==> config.mk <==
export PLATFORM = sky130hd
export DESIGN_NAME = bcd_decode_scheduler
export DESIGN_NICKNAME = d
export VERILOG_FILES = /design/src/rtl/bcd_decode_scheduler_pkg.sv /design/src/rtl/bcd_decode_scheduler_rr_arbiter.sv /design/src/rtl/bcd_decode_scheduler.sv
export SDC_FILE = /design/constraint.sdc
export NUM_CORES = 1
export LEC_CHECK = 0
export CAP_MARGIN = 20
export CELL_PAD_IN_SITES_DETAIL_PLACEMENT = 0
export CELL_PAD_IN_SITES_GLOBAL_PLACEMENT = 1
export CORE_ASPECT_RATIO = 1.75
export CORE_MARGIN = 5
export CORE_UTILIZATION = 31
export DETAILED_ROUTE_END_ITERATION = 12
export PLACE_DENSITY = 0.84
export SKIP_LAST_GASP = 1
export SYNTH_ARGS = -nofsm -noshare
export SYNTH_HDL_FRONTEND = slang
export SYNTH_SLANG_ARGS = --single-unit
==> constraint.sdc <==
create_clock -name clk -period 3 [get_ports clk]
set_input_delay 0.75 -clock clk [delete_from_list [all_inputs] [get_ports clk]]
set_output_delay 0.75 -clock clk [all_outputs]
set_load 0.1 [all_outputs]
==> src/rtl/bcd_decode_scheduler_pkg.sv <==
// Shared types and defaults for the BCD decode scheduler.
// Imported by the scheduler top and its round-robin arbiter.
package bcd_decode_scheduler_pkg;

    typedef enum logic [2:0] {
        ST_STARTUP  = 3'd0,
        ST_IDLE     = 3'd1,
        ST_LAUNCH   = 3'd2,
        ST_WAIT_DEC = 3'd3,
        ST_CAPTURE  = 3'd4
    } state_e;

    localparam int DEC_LATENCY_DEF = 32;
    localparam int MAX_VALUE_DEF   = 9999;
    localparam int STARTUP_CYCLES  = 2;

    function automatic int rr_index(
        input int base,
        input int offset,
        input int n
    );
        return (base + offset) % n;
    endfunction

endpackage

==> src/rtl/bcd_decode_scheduler_rr_arbiter.sv <==
// Combinational round-robin picker: first active request at or
// after ptr, wrapping around the requester ring.
module rr_arbiter
    import bcd_decode_scheduler_pkg::*;
#(
    parameter int NUM_REQ = 4,
    parameter int ID_W    = $clog2(NUM_REQ)
) (
    input  logic [NUM_REQ-1:0] req,
    input  logic [ID_W-1:0]    ptr,
    output logic [ID_W-1:0]    grant_id,
    output logic               grant_valid
);

    int            idx;
    logic [ID_W-1:0] idx_w;

    always_comb begin
        grant_id    = '0;
        grant_valid = 1'b0;
        idx         = 0;
        idx_w       = '0;
        for (int k = 0; k < NUM_REQ; k++) begin
            idx   = rr_index(int'(ptr), k, NUM_REQ);
            idx_w = ID_W'(idx);
            if (!grant_valid && req[idx_w]) begin
                grant_id    = idx_w;
                grant_valid = 1'b1;
            end
        end
    end

endmodule

==> src/rtl/bcd_decode_scheduler.sv <==
// Shares one binary-to-BCD decoder among NUM_REQ requesters,
// serialising requests round-robin and saturating at MAX_VALUE.
module bcd_decode_scheduler
    import bcd_decode_scheduler_pkg::*;
#(
    parameter int NUM_REQ     = 4,
    parameter int N           = 16,
    parameter int M           = 16,
    parameter int DEC_LATENCY = DEC_LATENCY_DEF,
    parameter int MAX_VALUE   = MAX_VALUE_DEF
) (
    input  logic                       clk,
    input  logic                       reset_n,
    input  logic [NUM_REQ-1:0]         req,
    input  logic [NUM_REQ*N-1:0]       bin_in,
    output logic [NUM_REQ-1:0]         ack,
    output logic [M-1:0]               res_bcd,
    output logic [$clog2(NUM_REQ)-1:0] res_id,
    output logic                       res_valid,
    output logic                       res_ovf,
    output logic                       dec_decode,
    output logic [N-1:0]               dec_bin,
    input  logic [M-1:0]               dec_bcd,
    output logic                       busy
);

    localparam int ID_W = $clog2(NUM_REQ);
    localparam int TW   = $clog2(DEC_LATENCY + 1);

    state_e              state_q, state_d;
    logic [ID_W-1:0]     ptr_q, ptr_d;
    logic [TW-1:0]       timer_q, timer_d;
    logic [ID_W-1:0]     id_q, id_d;
    logic                ovf_q, ovf_d;
    logic [NUM_REQ-1:0]  ack_q, ack_d;
    logic [M-1:0]        res_bcd_q, res_bcd_d;
    logic [ID_W-1:0]     res_id_q, res_id_d;
    logic                res_valid_q, res_valid_d;
    logic                res_ovf_q, res_ovf_d;
    logic                dec_decode_q, dec_decode_d;
    logic [N-1:0]        dec_bin_q, dec_bin_d;
    logic                busy_q, busy_d;

    logic [ID_W-1:0]     grant_id;
    logic                grant_valid;
    logic [N-1:0]        slice;

    rr_arbiter #(
        .NUM_REQ (NUM_REQ),
        .ID_W    (ID_W)
    ) u_arb (
        .req         (req),
        .ptr         (ptr_q),
        .grant_id    (grant_id),
        .grant_valid (grant_valid)
    );

    always_comb begin
        state_d     = state_q;
        ptr_d       = ptr_q;
        timer_d     = timer_q;
        id_d        = id_q;
        ovf_d       = ovf_q;
        ack_d       = '0;
        res_bcd_d   = res_bcd_q;
        res_id_d    = res_id_q;
        res_valid_d = 1'b0;
        res_ovf_d   = res_ovf_q;
        dec_bin_d   = dec_bin_q;
        slice       = bin_in[int'(grant_id)*N +: N];

        unique case (state_q)
            ST_STARTUP: begin
                dec_bin_d = '0;
                if (timer_q == TW'(STARTUP_CYCLES - 1)) begin
                    state_d = ST_IDLE;
                    timer_d = '0;
                end else begin
                    timer_d = timer_q + TW'(1);
                end
            end
            ST_IDLE: begin
                if (grant_valid) begin
                    state_d = ST_LAUNCH;
                    id_d    = grant_id;
                    ptr_d   = ID_W'(rr_index(int'(grant_id), 1, NUM_REQ));
                    if (slice > N'(MAX_VALUE)) begin
                        dec_bin_d = N'(MAX_VALUE);
                        ovf_d     = 1'b1;
                    end else begin
                        dec_bin_d = slice;
                        ovf_d     = 1'b0;
                    end
                end
            end
            ST_LAUNCH: begin
                timer_d = '0;
                state_d = ST_WAIT_DEC;
            end
            ST_WAIT_DEC: begin
                // result registers load on entry so ack lands in CAPTURE
                if (timer_q == TW'(DEC_LATENCY - 1)) begin
                    state_d       = ST_CAPTURE;
                    res_bcd_d     = dec_bcd;
                    res_id_d      = id_q;
                    res_ovf_d     = ovf_q;
                    res_valid_d   = 1'b1;
                    ack_d[id_q]   = 1'b1;
                end else begin
                    timer_d = timer_q + TW'(1);
                end
            end
            ST_CAPTURE: begin
                state_d = ST_IDLE;
            end
            default: begin
                state_d = ST_STARTUP;
            end
        endcase

        dec_decode_d = (state_d == ST_LAUNCH);
        busy_d       = (state_d != ST_IDLE);
    end

    always_ff @(posedge clk or negedge reset_n) begin
        if (!reset_n) begin
            state_q      <= ST_STARTUP;
            ptr_q        <= '0;
            timer_q      <= '0;
            id_q         <= '0;
            ovf_q        <= 1'b0;
            ack_q        <= '0;
            res_bcd_q    <= '0;
            res_id_q     <= '0;
            res_valid_q  <= 1'b0;
            res_ovf_q    <= 1'b0;
            dec_decode_q <= 1'b0;
            dec_bin_q    <= '0;
            busy_q       <= 1'b1;
        end else begin
            state_q      <= state_d;
            ptr_q        <= ptr_d;
            timer_q      <= timer_d;
            id_q         <= id_d;
            ovf_q        <= ovf_d;
            ack_q        <= ack_d;
            res_bcd_q    <= res_bcd_d;
            res_id_q     <= res_id_d;
            res_valid_q  <= res_valid_d;
            res_ovf_q    <= res_ovf_d;
            dec_decode_q <= dec_decode_d;
            dec_bin_q    <= dec_bin_d;
            busy_q       <= busy_d;
        end
    end

    assign ack        = ack_q;
    assign res_bcd    = res_bcd_q;
    assign res_id     = res_id_q;
    assign res_valid  = res_valid_q;
    assign res_ovf    = res_ovf_q;
    assign dec_decode = dec_decode_q;
    assign dec_bin    = dec_bin_q;
    assign busy       = busy_q;

endmodule
==> results.sh <==
export IMPL_status="completed"
export IMPL_power_w=0.005082
export IMPL_peakVddDrop_mv=0.6587
export IMPL_worst_pin_slew_ns=0.4945
export IMPL_async_flop_share=1.000
export IMPL_core_area_um2=9094
export IMPL_cp_startpoint="req[0]"
export IMPL_grt_usage=0.1299
export IMPL_path_cells="dlygate4sd2_1 -> mux2i_1 -> o22ai_2 -> nor2_4 -> buf_12 -> mux2i_1 -> mux2i_1 -> or4_4 -> a211oi_4 -> a32o_1"
export IMPL_grt_pass1_wl_um=12160
export IMPL_antenna_found_initial=0
export IMPL_clock_fmax_ghz=0.3571
export IMPL_wire_per_inst_um=14.62
export IMPL_overflow=0
export IMPL_chipWidth_um=83.06
export IMPL_root_buffer="clkbuf_16"
export IMPL_p_leak_nw=2.115
export IMPL_wl_um=7692
export IMPL_drv_cap=0
export IMPL_clock_sinks=56
export IMPL_syn_avg_cell_area_um2=11.05
export IMPL_finalSetupViolCount=0
export IMPL_critPathSlowestCell="or4_4"
export IMPL_vias_per_cell=4.785
export IMPL_critPathMostFrequentCell="mux2i_1"
export IMPL_use_met1=0.1198
export IMPL_diodes=0
export IMPL_multi_input_area_um2=1399
export IMPL_synth_area_leaders="dfrtp_1, mux2i_1, mux2_2, a21oi_1, nand2_1"
export IMPL_htree_levels=2
export IMPL_post_route_period_util=0.9334
export IMPL_critPathKind="in2reg"
export IMPL_synthFlopType="dfrtp_1"
export IMPL_grt_max_degree=38
export IMPL_dieArea_um2=11450
export IMPL_seqCellArea_um2=1403
export IMPL_p_switching_w=0.002646
export IMPL_layout_setup_ws_ns=0.1997
export IMPL_powerDensity_nw_per_um2=1119
export IMPL_numCtsBuffers=5
export IMPL_ys_ff_latch=56
export IMPL_io_buffers=127
export IMPL_fin_worst_skew_ns=0.006910
export IMPL_dpl_hpwl_um=6281
export IMPL_clock_latency_ns=0.29
export IMPL_slew_headroom=0.6673
export IMPL_die_y_um=137.8
export IMPL_finalSetupTns_ns=0
export IMPL_initial_core_util=0.3184
export IMPL_drt_iter0_drc=86
export IMPL_p_sw_frac=0.5207
export IMPL_endpoint_kind="flip-flop"
export IMPL_synth_top_cell_by_area="dfrtp_1"
export IMPL_crit_arrival_ns=3.03
export IMPL_final_hold_viol_count=0
export IMPL_place_congestion=0.7667
export IMPL_dr_total_vias=2517
export IMPL_netlist_area_leader_share=0.4754
export IMPL_syn_num_nets=350
export IMPL_row_count=46
export IMPL_cts_tree="yes"
export IMPL_nNetsFinal=493
export IMPL_syn_cell_area_um2=2895
export IMPL_gr_usage_met2=0.2723
export IMPL_area_delta_synth_final_pct=56.83
export IMPL_clock_power_share=0.125
export IMPL_ios=128
export IMPL_r2r_start="ptr_q[1]"
export IMPL_yosysWarningCount=0
export IMPL_p_int_w=0.002436
export IMPL_p_seq_frac=0.248
export IMPL_min_path_type="in2async"
export IMPL_min_period_ns=2.800
export IMPL_final_max_slew_viol_count=0
export IMPL_drive_gt1_frac=0.2783
export IMPL_drc=0
export IMPL_start_kind="input pin"
export IMPL_netlist_instances=262
export IMPL_cp_required_ns=3.23
export IMPL_slowest_delay_ns=0.57
export IMPL_grt_busiest_layer="met2"
export IMPL_fillCellCount=885
export IMPL_cts_buffer_depth=2
export IMPL_yosysUniqueCellTypes=48
export IMPL_clkTransAtPathRegs_ns=0.07
export IMPL_final_antenna_net_count=0
export IMPL_comb_power_share=0.627
export IMPL_use_met3=0.03052
export IMPL_grt_pass1_vias=2670
export IMPL_ys_seq_area_frac=0.4844
export IMPL_dp_slack_ns=-0.3535
export IMPL_rsz0062_at_grt="no"
export IMPL_worstPathMaxFanout=8
export IMPL_synth_edf_count=0
export IMPL_drtPass1Iterations=4
## critical path, delay by kind of cell
kind                   cells  cell delay [ns]
AND/OR/NAND/NOR            2             0.73
AO/OA/AOI/OAI              3             0.65
multiplexers               3             0.47
buffers and inverters      2             0.42
## state kept, by name, summed over array words and instances, names as in the netlist
register / count
busy: 1
timer_q: 6
ack: 4
ptr_q: 2
id_q: 2
state_q: 3
res_bcd: 16
dec_decode: 1
res_valid: 1
ovf_q: 1
dec_bin: 16
res_ovf: 1
res_id: 2
## cells in the final DEF, fill, tap and decap left out, drive strengths merged, types with 3 or more instances in the layout
| cell | instances |
|---|---|
| xor2 | 3 |
| dlymetal6s2s | 3 |
| nor4 | 3 |
| nor2b | 5 |
| a2111oi | 4 |
| inv | 6 |
| buf | 69 |
| mux2 | 25 |
| dfrtp | 55 |
| nand2b | 3 |
| mux2i | 30 |
| a32o | 4 |
| nand2 | 19 |
| o21ai | 9 |
| clkbuf | 7 |
| a211oi | 5 |
| a21oi | 23 |
| nor2 | 12 |
| nor3b | 4 |
| nor3 | 9 |
| clkdlybuf4s50 | 80 |
## kinds of logic after synthesis
family,count (synthesis),share of synthesized area
AND/OR/NAND/NOR,68,0.1288
multiplexers,55,0.2022
flip-flops,56,0.4844
buffers and inverters,23,0.04019
adder cells (fa/ha/maj),2,0.008642
AO/OA/AOI/OAI,53,0.1206
XOR/XNOR,5,0.01513
## power groups by stage
stage / clock network (W) / registers, W / logic (W)
floorplan: 0 / 0.00269 / 0.000908
detailed placement: 0 / 0.00127 / 0.00318
global placement: 0 / 0.00126 / 0.00315
finish: 0.000637 / 0.00126 / 0.00318
CTS: 0.000659 / 0.00126 / 0.00319
global route: 0.000681 / 0.00130 / 0.00336
## cell usage after synthesis, types with 5 or more instances
library cell,instances
nor2b_1,5
a21oi_1,22
clkbuf_1,11
nor3_1,9
o21ai_0,9
mux2i_1,30
nand2_1,19
inv_1,6
nor2_1,11
mux2_2,24
dfrtp_1,55
## stage by stage
stage | cell area (µm²) | hold WS (ns) | cells | utilization
6_report | 4541 | 0.4030 | 526 | 0.4993
5_1_grt | 4541 | 0.4519 | 526 | 0.4993
3_5_place_dp | 4339 | 0.4720 | 516 | 0.4772
3_3_place_gp | 4339 | 0.4539 | 516 | 0.4772
2_1_floorplan | 2895 | 0.4444 | 262 | -
4_1_cts | 4508 | 0.4242 | 524 | 0.4957
## final timing paths
| check | endpoint | slack, ns | depth (start not counted) |
|---|---|---|---|
| worst min register to register | dec_bin[14] | 0.49 | 1 |
| min in group clk | dec_bin[14] | 0.49 | 1 |
| worst max-delay path | dec_bin[5] | 0.20 | 10 |
| worst max register to register | dec_bin[5] | 0.37 | 9 |
| worst min-delay path | timer_q[1] | 0.40 | 1 |
| max in group asynchronous | res_bcd[2] | 1.76 | 2 |
## per-layer routing
layer  vias up  routed length, µm  share of wire
li1       1235                  -              -
met1      1180               2629           0.34
met2        91               4482           0.58
met3        11                466          0.061
met4         0                113          0.015
met5         -                  0              0
## what timing repair did
action	in CTS	in global routing
pin swaps	2	6
setup buffers	0	2
setup endpoints to repair	5	9
hold buffers	0	0
resized for setup	2	7
## final cells by class
type                       count  share of cell area
clock buffer                   7             0.02921
clock inverter                 1            0.006613
timing repair buffer         153              0.3092
tap                          120             0.03307
multi-input combinational    183              0.3081
inverter                       6            0.004960
sequential                    56              0.3089
Note: power is estimated with default switching activity, not from simulation.
